<file path="src/rtl/calc_pkg.sv">
// Shared definitions for the hex keypad calculator: key codes, FSM states
// and a small key-classification helper.
package calc_pkg;

  localparam logic [3:0] OP_ADD = 4'd1;
  localparam logic [3:0] OP_SUB = 4'd2;
  localparam logic [3:0] OP_MUL = 4'd3;
  localparam logic [3:0] OP_EQ  = 4'd4;
  localparam logic [3:0] OP_CLR = 4'd5;

  typedef enum logic [1:0] {
    ENTER_A = 2'd0,
    ENTER_B = 2'd1,
    CALC    = 2'd2,
    SHOW    = 2'd3
  } state_e;

  function automatic logic is_arith(input logic [3:0] code);
    return (code == OP_ADD) || (code == OP_SUB) || (code == OP_MUL);
  endfunction

endpackage

</file>
<file path="src/rtl/seq_multiplier.sv">
// Shift-add multiplier: one partial product per cycle for WIDTH cycles.
// done_o and product_o are valid together during the final busy cycle.
module seq_multiplier #(
  parameter int WIDTH = 16
) (
  input  logic               clk_i,
  input  logic               rst_i,
  input  logic               clr_i,
  input  logic               start_i,
  input  logic [WIDTH-1:0]   a_i,
  input  logic [WIDTH-1:0]   b_i,
  output logic               busy_o,
  output logic               done_o,
  output logic [2*WIDTH-1:0] product_o
);
  localparam int CW = $clog2(WIDTH + 1);

  logic               busy_q;
  logic [CW-1:0]      cnt_q;
  logic [2*WIDTH-1:0] mcand_q;
  logic [2*WIDTH-1:0] acc_q;
  logic [2*WIDTH-1:0] acc_d;
  logic [WIDTH-1:0]   mplier_q;

  always_comb begin
    acc_d = mplier_q[0] ? (acc_q + mcand_q) : acc_q;
  end

  // Expose the post-step accumulator so the final product is usable on the same edge busy drops.
  assign product_o = acc_d;
  assign busy_o    = busy_q;
  assign done_o    = busy_q && (cnt_q == CW'(1));

  always_ff @(posedge clk_i) begin
    if (rst_i || clr_i) begin
      busy_q   <= 1'b0;
      cnt_q    <= '0;
      mcand_q  <= '0;
      acc_q    <= '0;
      mplier_q <= '0;
    end else if (start_i && !busy_q) begin
      busy_q   <= 1'b1;
      cnt_q    <= CW'(WIDTH);
      mcand_q  <= {{WIDTH{1'b0}}, a_i};
      acc_q    <= '0;
      mplier_q <= b_i;
    end else if (busy_q) begin
      acc_q    <= acc_d;
      mcand_q  <= mcand_q << 1;
      mplier_q <= mplier_q >> 1;
      cnt_q    <= cnt_q - CW'(1);
      if (cnt_q == CW'(1)) busy_q <= 1'b0;
    end
  end

endmodule

</file>
<file path="src/rtl/calc_engine.sv">
// Hex keypad calculator: operand entry, add/sub/mul modulo 2^WIDTH.
// state   | meaning
// ENTER_A | entering first operand
// ENTER_B | operator chosen, entering second operand
// CALC    | producing result (1 cycle add/sub, WIDTH cycles mul)
// SHOW    | result on display
module calc_engine
  import calc_pkg::*;
#(
  parameter int WIDTH      = 16,
  parameter int MAX_DIGITS = WIDTH / 4
) (
  input  logic             clock,
  input  logic             reset,
  input  logic             num_pressed,
  input  logic             op_pressed,
  input  logic [3:0]       operator,
  input  logic [3:0]       hex,
  output logic [WIDTH-1:0] display,
  output logic             busy,
  output logic             result_valid,
  output logic             overflow
);
  localparam int CW = $clog2(MAX_DIGITS + 1);

  state_e             state_q;
  logic [WIDTH-1:0]   operand_q;
  logic [WIDTH-1:0]   a_q;
  logic [WIDTH-1:0]   display_q;
  logic [3:0]         op_q;
  logic [CW-1:0]      count_q;
  logic               result_valid_q;
  logic               overflow_q;

  logic               clr_d;
  logic               mul_start_d;
  logic [WIDTH-1:0]   entry_d;
  logic [WIDTH:0]     sum_d;
  logic [WIDTH:0]     diff_d;
  logic [WIDTH-1:0]   res_d;
  logic               res_ovf_d;
  logic               mul_busy;
  logic               mul_done;
  logic [2*WIDTH-1:0] mul_product;

  always_comb begin
    clr_d       = op_pressed && (operator == OP_CLR);
    mul_start_d = op_pressed && (operator == OP_EQ) && (state_q == ENTER_B) && (op_q == OP_MUL);
    entry_d     = {operand_q[WIDTH-5:0], hex};
    sum_d       = {1'b0, a_q} + {1'b0, operand_q};
    diff_d      = {1'b0, a_q} - {1'b0, operand_q};
    if (op_q == OP_SUB) begin
      res_d     = diff_d[WIDTH-1:0];
      res_ovf_d = diff_d[WIDTH];
    end else if (op_q == OP_MUL) begin
      res_d     = mul_product[WIDTH-1:0];
      res_ovf_d = |mul_product[2*WIDTH-1:WIDTH];
    end else begin
      res_d     = sum_d[WIDTH-1:0];
      res_ovf_d = sum_d[WIDTH];
    end
  end

  seq_multiplier #(.WIDTH(WIDTH)) u_mul (
    .clk_i     (clock),
    .rst_i     (reset),
    .clr_i     (clr_d),
    .start_i   (mul_start_d),
    .a_i       (a_q),
    .b_i       (operand_q),
    .busy_o    (mul_busy),
    .done_o    (mul_done),
    .product_o (mul_product)
  );

  always_ff @(posedge clock) begin
    if (reset || clr_d) begin
      state_q        <= ENTER_A;
      operand_q      <= '0;
      a_q            <= '0;
      display_q      <= '0;
      op_q           <= '0;
      count_q        <= '0;
      result_valid_q <= 1'b0;
      overflow_q     <= 1'b0;
    end else begin
      result_valid_q <= 1'b0;
      case (state_q)
        CALC: begin
          if ((op_q != OP_MUL) || mul_done) begin
            display_q      <= res_d;
            overflow_q     <= res_ovf_d;
            result_valid_q <= 1'b1;
            state_q        <= SHOW;
          end
        end
        default: begin
          // An operator strobe wins over a simultaneous digit strobe.
          if (op_pressed) begin
            if (is_arith(operator)) begin
              op_q <= operator;
              if (state_q != ENTER_B) begin
                a_q       <= (state_q == SHOW) ? display_q : operand_q;
                operand_q <= '0;
                count_q   <= '0;
                state_q   <= ENTER_B;
              end
            end else if ((operator == OP_EQ) && (state_q == ENTER_B)) begin
              state_q <= CALC;
            end
          end else if (num_pressed) begin
            if (state_q == SHOW) begin
              operand_q  <= {{(WIDTH-4){1'b0}}, hex};
              display_q  <= {{(WIDTH-4){1'b0}}, hex};
              count_q    <= CW'(1);
              overflow_q <= 1'b0;
              state_q    <= ENTER_A;
            end else if (count_q < CW'(MAX_DIGITS)) begin
              operand_q  <= entry_d;
              display_q  <= entry_d;
              count_q    <= count_q + CW'(1);
              overflow_q <= 1'b0;
            end
          end
        end
      endcase
    end
  end

  assign display      = display_q;
  assign busy         = mul_busy;
  assign result_valid = result_valid_q;
  assign overflow     = overflow_q;

endmodule

</file>
<file path="config.mk">
export PLATFORM = sky130hd
export DESIGN_NAME = calc_engine
export DESIGN_NICKNAME = d
export VERILOG_FILES = /design/src/rtl/calc_pkg.sv /design/src/rtl/seq_multiplier.sv /design/src/rtl/calc_engine.sv
export SDC_FILE = /design/constraint.sdc
export NUM_CORES = 1
export LEC_CHECK = 0
export BUFFER_PORTS_ARGS = -buffer_cell sky130_fd_sc_hd__buf_2
export CORE_AREA = 2 2 155 157
export DETAILED_ROUTE_END_ITERATION = 10
export DIE_AREA = 0 0 157 159
export PLACE_DENSITY_LB_ADDON = 0.08
export SLEW_MARGIN = 20
export SYNTH_ARGS = -nofsm -noshare
export SYNTH_HDL_FRONTEND = slang
export SYNTH_HIERARCHICAL = 1
export SYNTH_SLANG_ARGS = --single-unit
</file>
<file path="constraint.sdc">
create_clock -name clock -period 8.15 [get_ports clock]
set_input_delay 0.815 -clock clock [delete_from_list [all_inputs] [get_ports clock]]
set_output_delay 0.815 -clock clock [all_outputs]
set_load 0.005 [all_outputs]
</file>
==> summary.md <==
| Metric | Value |
|---|---|
| Layout cell share with drive strength beyond 1 | `0.127` |
| CP Launch Type | `register` |
| Post-synthesis async set-or-reset flop share | `0` |
| Most frequent cells in the layout | `nor2_1, dfxtp_1, a21oi_1` |
| Commonest non-fill, non-tap cell in the layout | `nor2_1` |
| Initial Util | `0.444` |
| CTS tree | `yes` |
| Slowest-stage cell, CP | `fa_1` |
| Die height | `between 150 and 200 um` |
| CP required | `8.46 ns` |
| Total grt overflow | `0` |
| Most frequent CP cell | `nand4_1` |
| Reg2reg setup slack | `between 4 and 5 ns` |
| CTS clk-pin slew, worst paths | `roughly 0.07 ns` |
| Worst Min Path Start | `count_q[1]` |
| Clock sink count | `approximately 150` |
| Final net count | `roughly 1300` |
| Pre-CTS WS | `between 4 and 5 ns` |
| Drt first pass iters | `5` |
| Total Die Area | `25000 um^2` |
| Fin area | `approximately 11000 um^2` |
| Worst Setup End Kind | `register` |
| Sequential cell area fraction in the yosys report | `0.282` |
| Crit-path cells | `ha_1 > fa_1 > a211oi_1 > o21bai_1 > a221oi_2 > a21oi_2 > o211ai_1 > nand4_1 > nor2b_1 > mux2_2 > nor4_1 > nand4_1 > a21oi_1 > o32ai_1 > a31oi_1 > o21ai_0` |
| Antenna violations before repair | `0` |
| Max_slew headroom | `0.280` |
| P_int | `about 0.0012 W` |
| Vias per cell | `approximately 5.8` |
| Critical path's largest stage delay | `0.48 ns` |
| Max-Cap Viols | `0` |
| Post-Syn Instances | `between 1000 and 1500` |
| Hpwl dp | `roughly 21000 um` |
| Placed cell area | `about 11000 um^2` |
| Detailed Route WL | `29900 um` |
| FF+latch count, synth | `145` |
| Routability Congestion | `between 0.9 and 1` |
| Post-CTS Resized | `0` |
| Distinct cells, synth | `just over 100` |
| First-pass GRT wire length | `about 48000 um` |
| Mapped Avg Cell Area | `8.00 um^2` |
| Top_reg_cell synth | `dfxtp_1` |
| Cell Area, Synth | `10300 um^2` |
| Initial drt markers | `between 600 and 700` |
| Worst hold path type | `register to register` |
| Worst Clk Skew | `0.0189 ns` |
| FP Rows | `56` |
| Tightest Pin Transition | `between 1 and 1.5 ns` |
| Clock share of power | `0.450` |
| Period utilisation layout | `0.503` |
| CTS Root Cell | `clkbuf_16` |
| Achievable Freq | `between 0.2 and 0.25 GHz` |
| Unrepaired setup endpoints after global routing | `no` |
| WL per Instance | `~19 um` |
| Chip width | `between 150 and 200 um` |
| Status | `finished clean` |
| Crit path DAT | `between 4 and 5 ns` |
| Core box area | `between 20000 and 25000 um^2` |
| Bufs on Longest Clock Path | `2` |
| RR Startpoint | `u_mul/mcand_q[0]` |
| CP Launch Point | `u_mul/mcand_q[0]` |
| Sequential group share of total power | `0.431` |
| Critical-path maximum fanout | `3` |
| Sw Ratio | `0.298` |
| Vias | `just over 9000` |
| Syn_nets | `1370` |
| CTS Buf Count | `17` |
| Slew Limit Fails | `0` |
| Setup WS post-layout | `around 4.1 ns` |
| Largest net degree at the start of global routing | `55` |
| LEAKAGE | `between 4 and 5 nW` |
| Peak supply drop | `between 0.00008 and 0.00009 V` |
| GRT Util Overall | `0.242` |
| Vias in the first global route | `a little under 9000` |
| Comb pwr share | `0.119` |
| DR DRC count | `0` |
| Crit path kind | `register to register` |
| Layout area overhead | `7.58%` |
| Routed Antenna Nets | `0` |
| Pwr Density | `between 150 and 200 nW/um^2` |
| Fillers | `~2300` |
| Count of hold-fix buffers inserted at cts | `0` |
| Final min period | `4.10 ns` |
| CP delay by family, top | `compound AO/OA/AOI/OAI gates` |
| Insertion delay to the later sink of the worst-skew pair | `roughly 0.44 ns` |
| # diodes | `0` |
| Htree depth | `4` |
| Ports | `31` |
| Net switching power | `0.000510 W` |
| Post-CTS setup repair buffer count | `0` |
| Final setup viols | `0` |
| TNS Setup | `0 ns` |
| IO Port Bufs | `30` |
| Post-synth EDFFs | `0` |
| Yosys warnings | `6` |
| Endpoints failing hold | `0` |
| Worst Path Buf+Inv | `0` |
-- stage by stage --
stage                     std cells  hold slack [ns]  utilization  power (W)
after global placement         1567            0.443        0.454   0.000954
after detailed placement       1567            0.452        0.454   0.000955
after CTS                      1599            0.462        0.478    0.00172
final                          1599            0.459        0.478    0.00171
after floorplan                1289            0.436            -   0.000903
after global routing           1599            0.488        0.478    0.00177
-- metal layers --
metal,track usage,up-vias,routed length [um]
li1,-,4602,-
met3,0.0367,36,1180
met1,0.336,4414,14300
met2,0.393,211,14000
met4,0.0601,0,415
met5,0,-,0
-- worst paths after layout --
| check | end | depth (start not counted) |
|---|---|---|
| setup / recovery | overflow | 16 |
| hold reg to reg | count_q[1] | 2 |
| setup reg to reg | overflow | 16 |
| hold / removal | count_q[1] | 2 |
-- worst reg2reg max path: cells and delay by family, from the launching register on --
kind / cells / cell delay [ns]
compound gates: 9 / 1.86
fa+ha+maj: 2 / 0.71
flops: 1 / 0.33
mux: 1 / 0.26
simple gates: 4 / 0.81
-- cells in the mapped netlist (14+ instances only) --
cell type	count	share of area
a211oi_1	14	0.010
a21oi_1	133	0.065
a311oi_1	16	0.014
buf_1	16	0.0058
buf_2	15	0.0073
clkbuf_1	35	0.013
dfxtp_1	145	0.28
ha_1	66	0.080
inv_1	43	0.016
mux2_2	22	0.024
mux2i_1	59	0.057
nand2_1	109	0.040
nand3_1	47	0.023
nor2_1	175	0.064
nor2b_1	14	0.0085
nor3_1	23	0.011
o21ai_0	45	0.022
xnor2_1	34	0.029
xor2_1	16	0.014
-- layout make-up --
cell class | count | area [um^2] | share of cell area
multi-input combinational | 1014 | 6800 | 0.613
sequential | 145 | 2910 | 0.262
clock buffer | 18 | 439 | 0.0396
tap | 319 | 399 | 0.0360
timing repair buffer | 45 | 263 | 0.0237
inverter | 44 | 165 | 0.0149
clock inverter | 14 | 116 | 0.0105
-- sequential cells by signal (all words and copies together), names as in the netlist, 2 cells and up --
signal	cells
state_q	2
display	16
u_mul/cnt_q	5
count_q	3
op_q	4
u_mul/mcand_q	32
operand_q	16
u_mul/acc_q	32
a_q	16
u_mul/mplier_q	16
-- cell families after synthesis --
family | synth area share
muxes | 0.0813
xor gates and xnor gates | 0.0425
buffers and inverters | 0.0603
and+or+nand+nor | 0.213
adders and majority gates | 0.0860
AOI/OAI and AO/OA | 0.235
DFF | 0.282
-- power groups by stage --
stage	clock network, W	registers [W]	logic [W]
after detailed placement	0	0.000753	0.000201
final	0.000770	0.000737	0.000204
after global routing	0.000811	0.000739	0.000224
after global placement	0	0.000753	0.000200
after CTS	0.000782	0.000737	0.000202
after floorplan	0	0.000747	0.000156
(Power assumes the default switching activity.)
